==> config.mk <==
export PLATFORM = sky130hd
export DESIGN_NAME = cpu_sram_arbiter
export DESIGN_NICKNAME = d
export VERILOG_FILES = /design/src/rtl/cpu_bus_pkg.sv /design/src/rtl/arb_starve_cnt.sv /design/src/rtl/cpu_sram_arbiter.sv
export SDC_FILE = /design/constraint.sdc
export NUM_CORES = 1
export LEC_CHECK = 0
export BUFFER_PORTS_ARGS = -buffer_cell sky130_fd_sc_hd__buf_2
export CORE_AREA = 2 2 107 109
export DETAILED_ROUTE_END_ITERATION = 8
export DIE_AREA = 0 0 109 111
export PLACE_DENSITY = 0.59
export SYNTH_ARGS = -nofsm -noshare
export SYNTH_HDL_FRONTEND = slang
export SYNTH_HIERARCHICAL = 1
export SYNTH_SLANG_ARGS = --single-unit
export TNS_END_PERCENT = 30
==> constraint.sdc <==
create_clock -name clk -period 4.1 [get_ports clk]
set_clock_uncertainty 0.05 [all_clocks]
set_input_delay 0.205 -clock clk [delete_from_list [all_inputs] [get_ports clk]]
set_output_delay 0.205 -clock clk [all_outputs]
set_load 0.005 [all_outputs]
==> src/rtl/cpu_bus_pkg.sv <==
// Shared definitions for the CPU-side SRAM-like buses.
package cpu_bus_pkg;

    localparam int unsigned ADDR_W = 32;
    localparam int unsigned DATA_W = 32;

    localparam logic [3:0] STRB_NONE = 4'h0;
    localparam logic [3:0] STRB_WORD = 4'hF;

    typedef enum logic {
        OWN_INST = 1'b0,
        OWN_DATA = 1'b1
    } owner_e;

endpackage

==> src/rtl/arb_starve_cnt.sv <==
// Saturating count of data grants taken while a fetch request is waiting.
module arb_starve_cnt #(
    parameter int unsigned LIMIT = 4
) (
    input  logic clk,
    input  logic resetn,
    input  logic inc,
    input  logic clr,
    input  logic pending,
    output logic at_limit
);

    localparam int unsigned CNT_W = $clog2(LIMIT + 1);

    logic [CNT_W-1:0] cnt;

    // Any cycle without a waiting fetch restarts the count.
    always_ff @(posedge clk) begin
        if (!resetn) begin
            cnt <= '0;
        end else if (clr || !pending) begin
            cnt <= '0;
        end else if (inc && (cnt != CNT_W'(LIMIT))) begin
            cnt <= cnt + CNT_W'(1);
        end
    end

    assign at_limit = (cnt == CNT_W'(LIMIT));

endmodule

==> src/rtl/cpu_sram_arbiter.sv <==
// Shares one single-port synchronous SRAM between the CPU fetch and data ports.
module cpu_sram_arbiter #(
    parameter int unsigned ADDR_W       = cpu_bus_pkg::ADDR_W,
    parameter int unsigned DATA_W       = cpu_bus_pkg::DATA_W,
    parameter int unsigned STARVE_LIMIT = 4
) (
    input  logic              clk,
    input  logic              resetn,
    input  logic              inst_req,
    input  logic [ADDR_W-1:0] inst_addr,
    output logic              inst_addr_ok,
    output logic              inst_data_ok,
    output logic [DATA_W-1:0] inst_rdata,
    input  logic              data_req,
    input  logic              data_wr,
    input  logic [3:0]        data_wstrb,
    input  logic [ADDR_W-1:0] data_addr,
    input  logic [DATA_W-1:0] data_wdata,
    output logic              data_addr_ok,
    output logic              data_data_ok,
    output logic [DATA_W-1:0] data_rdata,
    output logic              sram_en,
    output logic [3:0]        sram_we,
    output logic [ADDR_W-1:0] sram_addr,
    output logic [DATA_W-1:0] sram_wdata,
    input  logic [DATA_W-1:0] sram_rdata
);

    import cpu_bus_pkg::*;

    logic   grant_data;
    logic   grant_inst;
    logic   at_limit;
    logic   resp_valid;
    owner_e resp_owner;

    // Data has priority unless fetch has been passed over too often; nothing is granted in reset.
    always_comb begin
        grant_data = resetn && data_req && !(inst_req && at_limit);
        grant_inst = resetn && inst_req && !grant_data;
    end

    arb_starve_cnt #(
        .LIMIT (STARVE_LIMIT)
    ) u_starve_cnt (
        .clk      (clk),
        .resetn   (resetn),
        .inc      (grant_data && inst_req),
        .clr      (grant_inst),
        .pending  (inst_req),
        .at_limit (at_limit)
    );

    // SRAM issue mux, same cycle as the grant.
    always_comb begin
        sram_en    = grant_data || grant_inst;
        sram_we    = (grant_data && data_wr) ? data_wstrb : STRB_NONE;
        sram_addr  = grant_data ? data_addr : inst_addr;
        sram_wdata = data_wdata;
    end

    assign inst_addr_ok = grant_inst;
    assign data_addr_ok = grant_data;

    // Records who owns the SRAM read data returning next cycle.
    always_ff @(posedge clk) begin
        if (!resetn) begin
            resp_valid <= 1'b0;
            resp_owner <= OWN_INST;
        end else begin
            resp_valid <= grant_data || grant_inst;
            if (grant_data) begin
                resp_owner <= OWN_DATA;
            end else if (grant_inst) begin
                resp_owner <= OWN_INST;
            end
        end
    end

    assign inst_data_ok = resp_valid && (resp_owner == OWN_INST);
    assign data_data_ok = resp_valid && (resp_owner == OWN_DATA);
    assign inst_rdata   = sram_rdata;
    assign data_rdata   = sram_rdata;

endmodule

==> results of run 1 <==
==> sequential cells by signal, indices dropped and copies added, names as in the netlist <==
| name | cells |
|---|---|
| resp_valid | 1 |
| u_starve_cnt/cnt | 3 |
| resp_owner | 1 |
==> synthesized netlist by cell type <==
cell	number	share of area, %
nor2b_1	3	1.2
and2_1	1	0.39
mux2i_1	2	1.3
and4b_1	1	0.63
o21a_1	2	0.95
buf_4	96	45
nand4bb_1	1	0.71
buf_6	3	2.1
and3_1	4	1.6
nor3b_1	1	0.47
ha_1	2	1.6
mux2_4	30	28
and2_2	1	0.47
nand3_4	1	1.1
mux2_2	2	1.4
a21oi_1	3	0.95
nor3_2	1	0.63
inv_1	4	0.95
dfxtp_1	5	6.3
nand4b_1	3	1.7
a21boi_2	1	0.71
nand2_1	3	0.71
nand3b_1	1	0.47
==> power by group <==
part	switching, mW	internal [mW]
clock	0.0331	0.129
sequential	0.00105	0.0505
combinational	0.0482	0.0844
==> per-stage QoR <==
step / std cells / total power [mW] / instance area, µm² / hold WS (ns) / setup WS, ns
floorplan: 171 / 0.1927 / 1588 / 0.2652 / 2.346
global route: 332 / 0.3643 / 1657 / 0.2972 / 1.313
finish: 332 / 0.3462 / 1657 / 0.2681 / 1.471
CTS: 332 / 0.3510 / 1657 / 0.2631 / 1.433
detailed placement: 328 / 0.1858 / 1578 / 0.3600 / 1.683
global placement: 328 / 0.1836 / 1578 / 0.3600 / 1.761
==> worst max-delay path, cell delays in order (launching register included) <==
cell and delay [ns]:
dfxtp_1 0.36, inv_1 0.06, ha_1 0.23, and2_2 0.21, nand2_1 0.13, nand3_4 0.49, mux2_4 0.50, buf_2 0.13
==> cell type report <==
cell class / instances / area (µm²) / share of cell area (%)
clock buffers: 4 / 78.83 / 4.758
inverters: 4 / 15.01 / 0.9063
multi-input cells: 63 / 718.2 / 43.35
flip-flops and latches: 5 / 100.1 / 6.042
well taps: 143 / 178.9 / 10.80
repair buffers: 113 / 565.5 / 34.14
==> path summary, 6_finish.rpt <==
check / cells after the start / start / end
setup / recovery: 7 / u_starve_cnt/cnt[0]$_SDFFE_PP0P_ / sram_addr[19]
hold / removal: 2 / data_req / resp_valid$_SDFF_PN0_
setup reg to reg: 6 / u_starve_cnt/cnt[0]$_SDFFE_PP0P_ / u_starve_cnt/cnt[1]$_SDFFE_PP0P_
hold reg to reg: 2 / u_starve_cnt/cnt[1]$_SDFFE_PP0P_ / u_starve_cnt/cnt[1]$_SDFFE_PP0P_
==> cells by family (layout without fill, tap and decap cells) <==
group	Yosys count	count (layout)	share of synthesized area [%]
buf+inv	103	121	48.46
fa+ha+maj	2	2	1.576
simple gates	21	21	10.01
flops	5	5	6.304
mux	34	34	31.05
compound gates	6	6	2.600
==> per-layer routing <==
metal	vias up	GRT usage [%]	part of all wire, %
met4	0	0.9402	0.13
met1	502	6.268	38
met5	-	0	0
li1	505	-	-
met3	2	4.292	17
met2	130	8.489	44
==> results.py, run 1 <==
metrics = {
    "logic_synthesis": {
        "ys_ff_latch": 5,
        "synthCells": 171,
        "yosys_warnings": 6,
        "syn_area_per_cell_um2": 9.285,
        "ys_seq_area_share_pct": 6.304,
        "synth_area_um2": 1588,
        "synth_nets": 310,
        "ys_types": 23,
    },
    "global_route": {
        "grt_overflow": 0,
        "grt_max_degree": 34,
        "grt_pass1_wl_um": 5085,
        "antenna_found_initial": 0,
        "grt_pass1_vias": 995,
        "grt_usage_pct": 5.590,
    },
    "routing": {
        "vias": 1139,
        "avgRoutedWirePerCell_um": 11.82,
        "drt_drc_violations_left": 0,
        "first_pass_iters": 4,
        "routed_wl_um": 3925,
        "first_iter_violations": 62,
        "drtAntennaViolNets": 0,
        "routed_via_density": 3.431,
    },
    "placement": {
        "io_buffers": 113,
        "dp_hpwl_um": 3264,
        "gp_congestion": 0.6783,
    },
    "clocking": {
        "clk_pin_slew_ns": 0.03,
        "cts_resized": 0,
        "numCtsBuffers": 3,
        "clk_latency_ns": 0.23,
        "cts_setup_buffers": 0,
        "numClockSinks": 5,
        "clock-root-buffer": "clkbuf_16",
        "cts_buffer_depth": 2,
        "cts_tree": "done",
        "hold_buffers": 0,
        "htreeDepth": 1,
    },
    "power_and_ir_drop": {
        "peakVddDrop_mv": 0.1144,
        "leakage_nw": 0.9172,
        "cellPowerDensity_nw_per_um2": 209.0,
    },
    "setup_path": {
        "startpoint_type": "flop",
        "rrSetupSlack_ns": 2.30,
        "crit_fanout": 33,
        "path_class": "flop to output pin",
        "crit_required_ns": 3.85,
        "arrival_ns": 2.37,
        "cp-end-kind": "output pin",
    },
    "die": {
        "die_y_um": 111,
        "io_pins": 274,
        "start_util_pct": 14.33,
        "die-area_um2": 12100,
        "core_area_um2": 11080,
        "die_w_um": 109,
        "rows": 39,
    },
    "layout": {
        "layout_commonest_cell": "buf_2",
        "final_cell_mix": "buf_2 (113), mux2_4 (30), dfxtp_1 (5)",
        "post_route_cells_drive_above_1_share_pct": 80.42,
        "fin_nets": 329,
        "diodes": 0,
        "fillCellCount": 1250,
        "area_delta_synth_final_pct": 4.334,
        "fin_util_pct": 14.96,
    },
    "timing": {
        "worst_pin_slew_ns": 0.6623,
        "fin_crit_sh_pct": 64.13,
        "finalSetupViolCount": 0,
        "slew_headroom_pct": 55.85,
        "rsz0062_at_grt": "no",
        "final_hold_viol_count": 0,
        "maxClockFrequency_mhz": 380.3,
        "finalCriticalPeriod_ns": 2.629,
        "finalSetupTns_ns": 0,
        "drv_slew": 0,
    },
    "run_status": {
        "outcome": "finished clean",
    },
    "run": {
        "drv_cap": 0,
    },
    "min_path": {
        "hp-class": "input pin to flop",
    },
}
Power figures use the tool's default switching activity.
==> run 2, diff against run 1 <==
--- a/config.mk
+++ b/config.mk
@@ -5,11 +5,12 @@
 export SDC_FILE = /design/constraint.sdc
 export NUM_CORES = 1
 export LEC_CHECK = 0
+export ABC_AREA = 1
 export BUFFER_PORTS_ARGS = -buffer_cell sky130_fd_sc_hd__buf_2
-export CORE_AREA = 2 2 107 109
+export CORE_AREA = 2 2 108 110
 export DETAILED_ROUTE_END_ITERATION = 8
-export DIE_AREA = 0 0 109 111
-export PLACE_DENSITY = 0.59
+export DIE_AREA = 0 0 110 112
+export PLACE_DENSITY = 0.58
 export SYNTH_ARGS = -nofsm -noshare
 export SYNTH_HDL_FRONTEND = slang
 export SYNTH_HIERARCHICAL = 1
==> constraint.sdc (replaced) <==
create_clock -name clk -period 2.5 [get_ports clk]
set_clock_uncertainty 0.05 [all_clocks]
set_input_delay 0.125 -clock clk [delete_from_list [all_inputs] [get_ports clk]]
set_output_delay 0.125 -clock clk [all_outputs]
set_load 0.005 [all_outputs]
==> run 2 against run 1 <==
- worst hold slack lost 0.16 ns
- first-iteration DRC count down 31%
- cell count is 24% higher
- register-to-register slack lost 1.5 ns
- die area increased by 1.8%
- sequential share of layout area grew 0.16 points
- utilization decreased by 0.51 points
- power up 57%
- global-route usage rose by 0.87 points
- combinational power grew 49%
- critical endpoint is now sram_we[3]
- largest power group unchanged
==> results.py, run 2 <==
metrics = {
    "run_status": {
        "outcome": "finished clean",
    },
    "logic_synthesis": {
        "syn_area_per_cell_um2": 6.188,
        "synth_edf_count": 0,
        "ys_ff_latch": 5,
        "ys_seq_area_share_pct": 6.319,
        "synthArstFlopShare_pct": 0,
        "synth_area_leaders": "buf_4 (47%), nand2_1 (15%), nand3_1 (11%)",
        "post-synth-top-area-cell": "buf_4",
        "synth_top_area_share_pct": 46.92,
        "synth_common_cells": "buf_4 (99), nand2_1 (65), nand3_1 (36)",
        "yosys_warnings": 6,
        "ys_types": 18,
        "synthCells": 256,
        "synth.most_common_cell": "buf_4",
        "synth_nets": 395,
        "synthFlopType": "dfxtp_1",
        "synth_area_um2": 1584,
    },
    "timing": {
        "finalSetupTns_ns": 0,
        "rsz0062_at_grt": "no",
        "worst_pin_slew_ns": 0.3813,
        "finalCriticalPeriod_ns": 2.122,
        "hold-worst-slack_ns": 0.1088,
        "fin_crit_sh_pct": 84.88,
        "finalSetupViolCount": 0,
        "drv_slew": 0,
        "final_hold_viol_count": 0,
        "setup_ws_ns": 0.3781,
        "slew_headroom_pct": 74.58,
        "maxClockFrequency_mhz": 471.3,
    },
    "routing": {
        "drt_drc_violations_left": 0,
        "vias": 1433,
        "routed_via_density": 3.478,
        "first_iter_violations": 43,
        "drtAntennaViolNets": 0,
        "first_pass_iters": 4,
        "avgRoutedWirePerCell_um": 11.15,
        "routed_wl_um": 4594,
    },
    "clocking": {
        "cts_setup_buffers": 0,
        "numCtsBuffers": 3,
        "cts_buffer_depth": 2,
        "cts_tree": "done",
        "clk_pin_slew_ns": 0.03,
        "cts_resized": 0,
        "hold_buffers": 0,
        "htreeDepth": 1,
        "clk_latency_ns": 0.23,
        "numClockSinks": 5,
        "clock-root-buffer": "clkbuf_16",
    },
    "global_route": {
        "grt_overflow": 0,
        "antenna_found_initial": 0,
        "grt_usage_pct": 6.456,
        "grt_pass1_wl_um": 6120,
        "grt_max_degree": 36,
        "grt_pass1_vias": 1242,
    },
    "setup_path": {
        "arrival_ns": 1.95,
        "critPathMaxStageDelay_ns": 0.37,
        "rrSetupSlack_ns": 0.75,
        "crit_chain": "inv_1 > ha_1 > nand2_2 > inv_1 > nand2_4 > buf_4 > nand3_1 > nor2_1 > buf_2",
        "crit_required_ns": 2.33,
        "cp-end-kind": "output pin",
        "path_class": "flop to output pin",
        "crit_fanout": 33,
        "slowest_stage": "dfxtp_1",
        "startpoint_type": "flop",
        "crit_top_cell": "inv_1",
    },
    "layout": {
        "largest-register": "u_starve_cnt/cnt",
        "area_delta_synth_final_pct": 1.896,
        "fin_nets": 409,
        "largest_reg_flops": 3,
        "post_route_cells_drive_above_1_share_pct": 49.81,
        "reg_top3": "u_starve_cnt/cnt (3), resp_owner (1), resp_valid (1)",
        "diodes": 0,
        "fillCellCount": 1297,
        "layout_commonest_cell": "buf_2",
        "final_cell_mix": "buf_2 (113), nand2_1 (65), nand3_1 (36)",
    },
    "die": {
        "die_w_um": 110,
        "die-area_um2": 12320,
        "start_util_pct": 14.18,
        "io_pins": 274,
        "core_area_um2": 11170,
        "die_y_um": 112,
        "rows": 39,
    },
    "min_path": {
        "hp-class": "input pin to flop",
    },
    "placement": {
        "io_buffers": 113,
        "gp_congestion": 0.7315,
        "preCtsSetupSlack_ns": 0.5913,
        "dp_hpwl_um": 3661,
    },
    "run": {
        "drv_cap": 0,
    },
    "power_and_ir_drop": {
        "leakage_nw": 0.9806,
        "cellPowerDensity_nw_per_um2": 337.2,
        "peakVddDrop_mv": 0.2948,
    },
}
[run 2: cell count changes after synthesis, moves of 3 or more]
cell,previous run,this run
buf_4,96,99
mux2_4,30,0
nand2_1,3,65
nand3_1,0,36
nand4b_1,3,0
buf_2,0,3
nor2_1,0,10
nand2_2,0,12
inv_1,4,13
nor2b_1,3,0
and3_1,4,0
[run 2: where the power goes]
group | switching (mW) | internal (mW) | total (mW)
logic | 0.0982 | 0.0997 | 0.198
clock network | 0.0497 | 0.211 | 0.261
registers | 0.00208 | 0.0836 | 0.0857
total | 0.150 | 0.394 | 0.544
[run 2: area by class of cell]
cell class              count  area, µm²  area share (%)
flip-flops and latches      5      100.1           6.202
clock buffers               4      78.83           4.884
repair buffers            114      573.1           35.50
inverters                  14      57.56           3.566
well taps                 143      178.9           11.09
multi-input cells         132      625.6           38.76
[run 2: metal layers]
layer | wire length [µm] | track usage [%]
met5 | 0 | 0
met1 | 1469 | 5.538
met4 | 257 | 4.895
met3 | 636 | 2.635
met2 | 2230 | 11.57
[run 2: final timing paths]
| check | depth (start not counted) | endpoint | from |
|---|---|---|---|
| max reg2reg | 10 | u_starve_cnt/cnt[2]$_SDFFE_PP0P_ | u_starve_cnt/cnt[0]$_SDFFE_PP0P_ |
| min reg2reg | 2 | resp_owner$_SDFFE_PN0P_ | resp_owner$_SDFFE_PN0P_ |
| max | 9 | sram_we[3] | u_starve_cnt/cnt[0]$_SDFFE_PP0P_ |
| min | 3 | resp_valid$_SDFF_PN0_ | data_req |
[run 2: critical path, delay by kind of cell, from the launching register on]
| kind | cells | cell delay (ns) |
|---|---|---|
| adder cells (fa/ha/maj) | 1 | 0.21 |
| buffers and inverters | 4 | 0.61 |
| flip-flops | 1 | 0.37 |
| AND/OR/NAND/NOR | 4 | 0.52 |
[run 2: metrics by stage]
step           power, mW  instances  utilization, %  area, µm²
2_1_floorplan     0.3029        256               -       1584
3_3_place_gp      0.2872        408           13.74       1535
3_5_place_dp      0.2880        408           13.74       1535
4_1_cts           0.5525        412           14.44       1614
5_1_grt           0.5826        412           14.44       1614
6_report          0.5443        412           14.44       1614
[run 2: cells by family after synthesis]
group / count (synthesis) / share of synthesized area, %
and+or+nand+nor: 127 / 36.97
buffers and inverters: 119 / 54.19
adders and majority gates: 2 / 1.580
DFF: 5 / 6.319
AOI/OAI and AO/OA: 3 / 0.9476
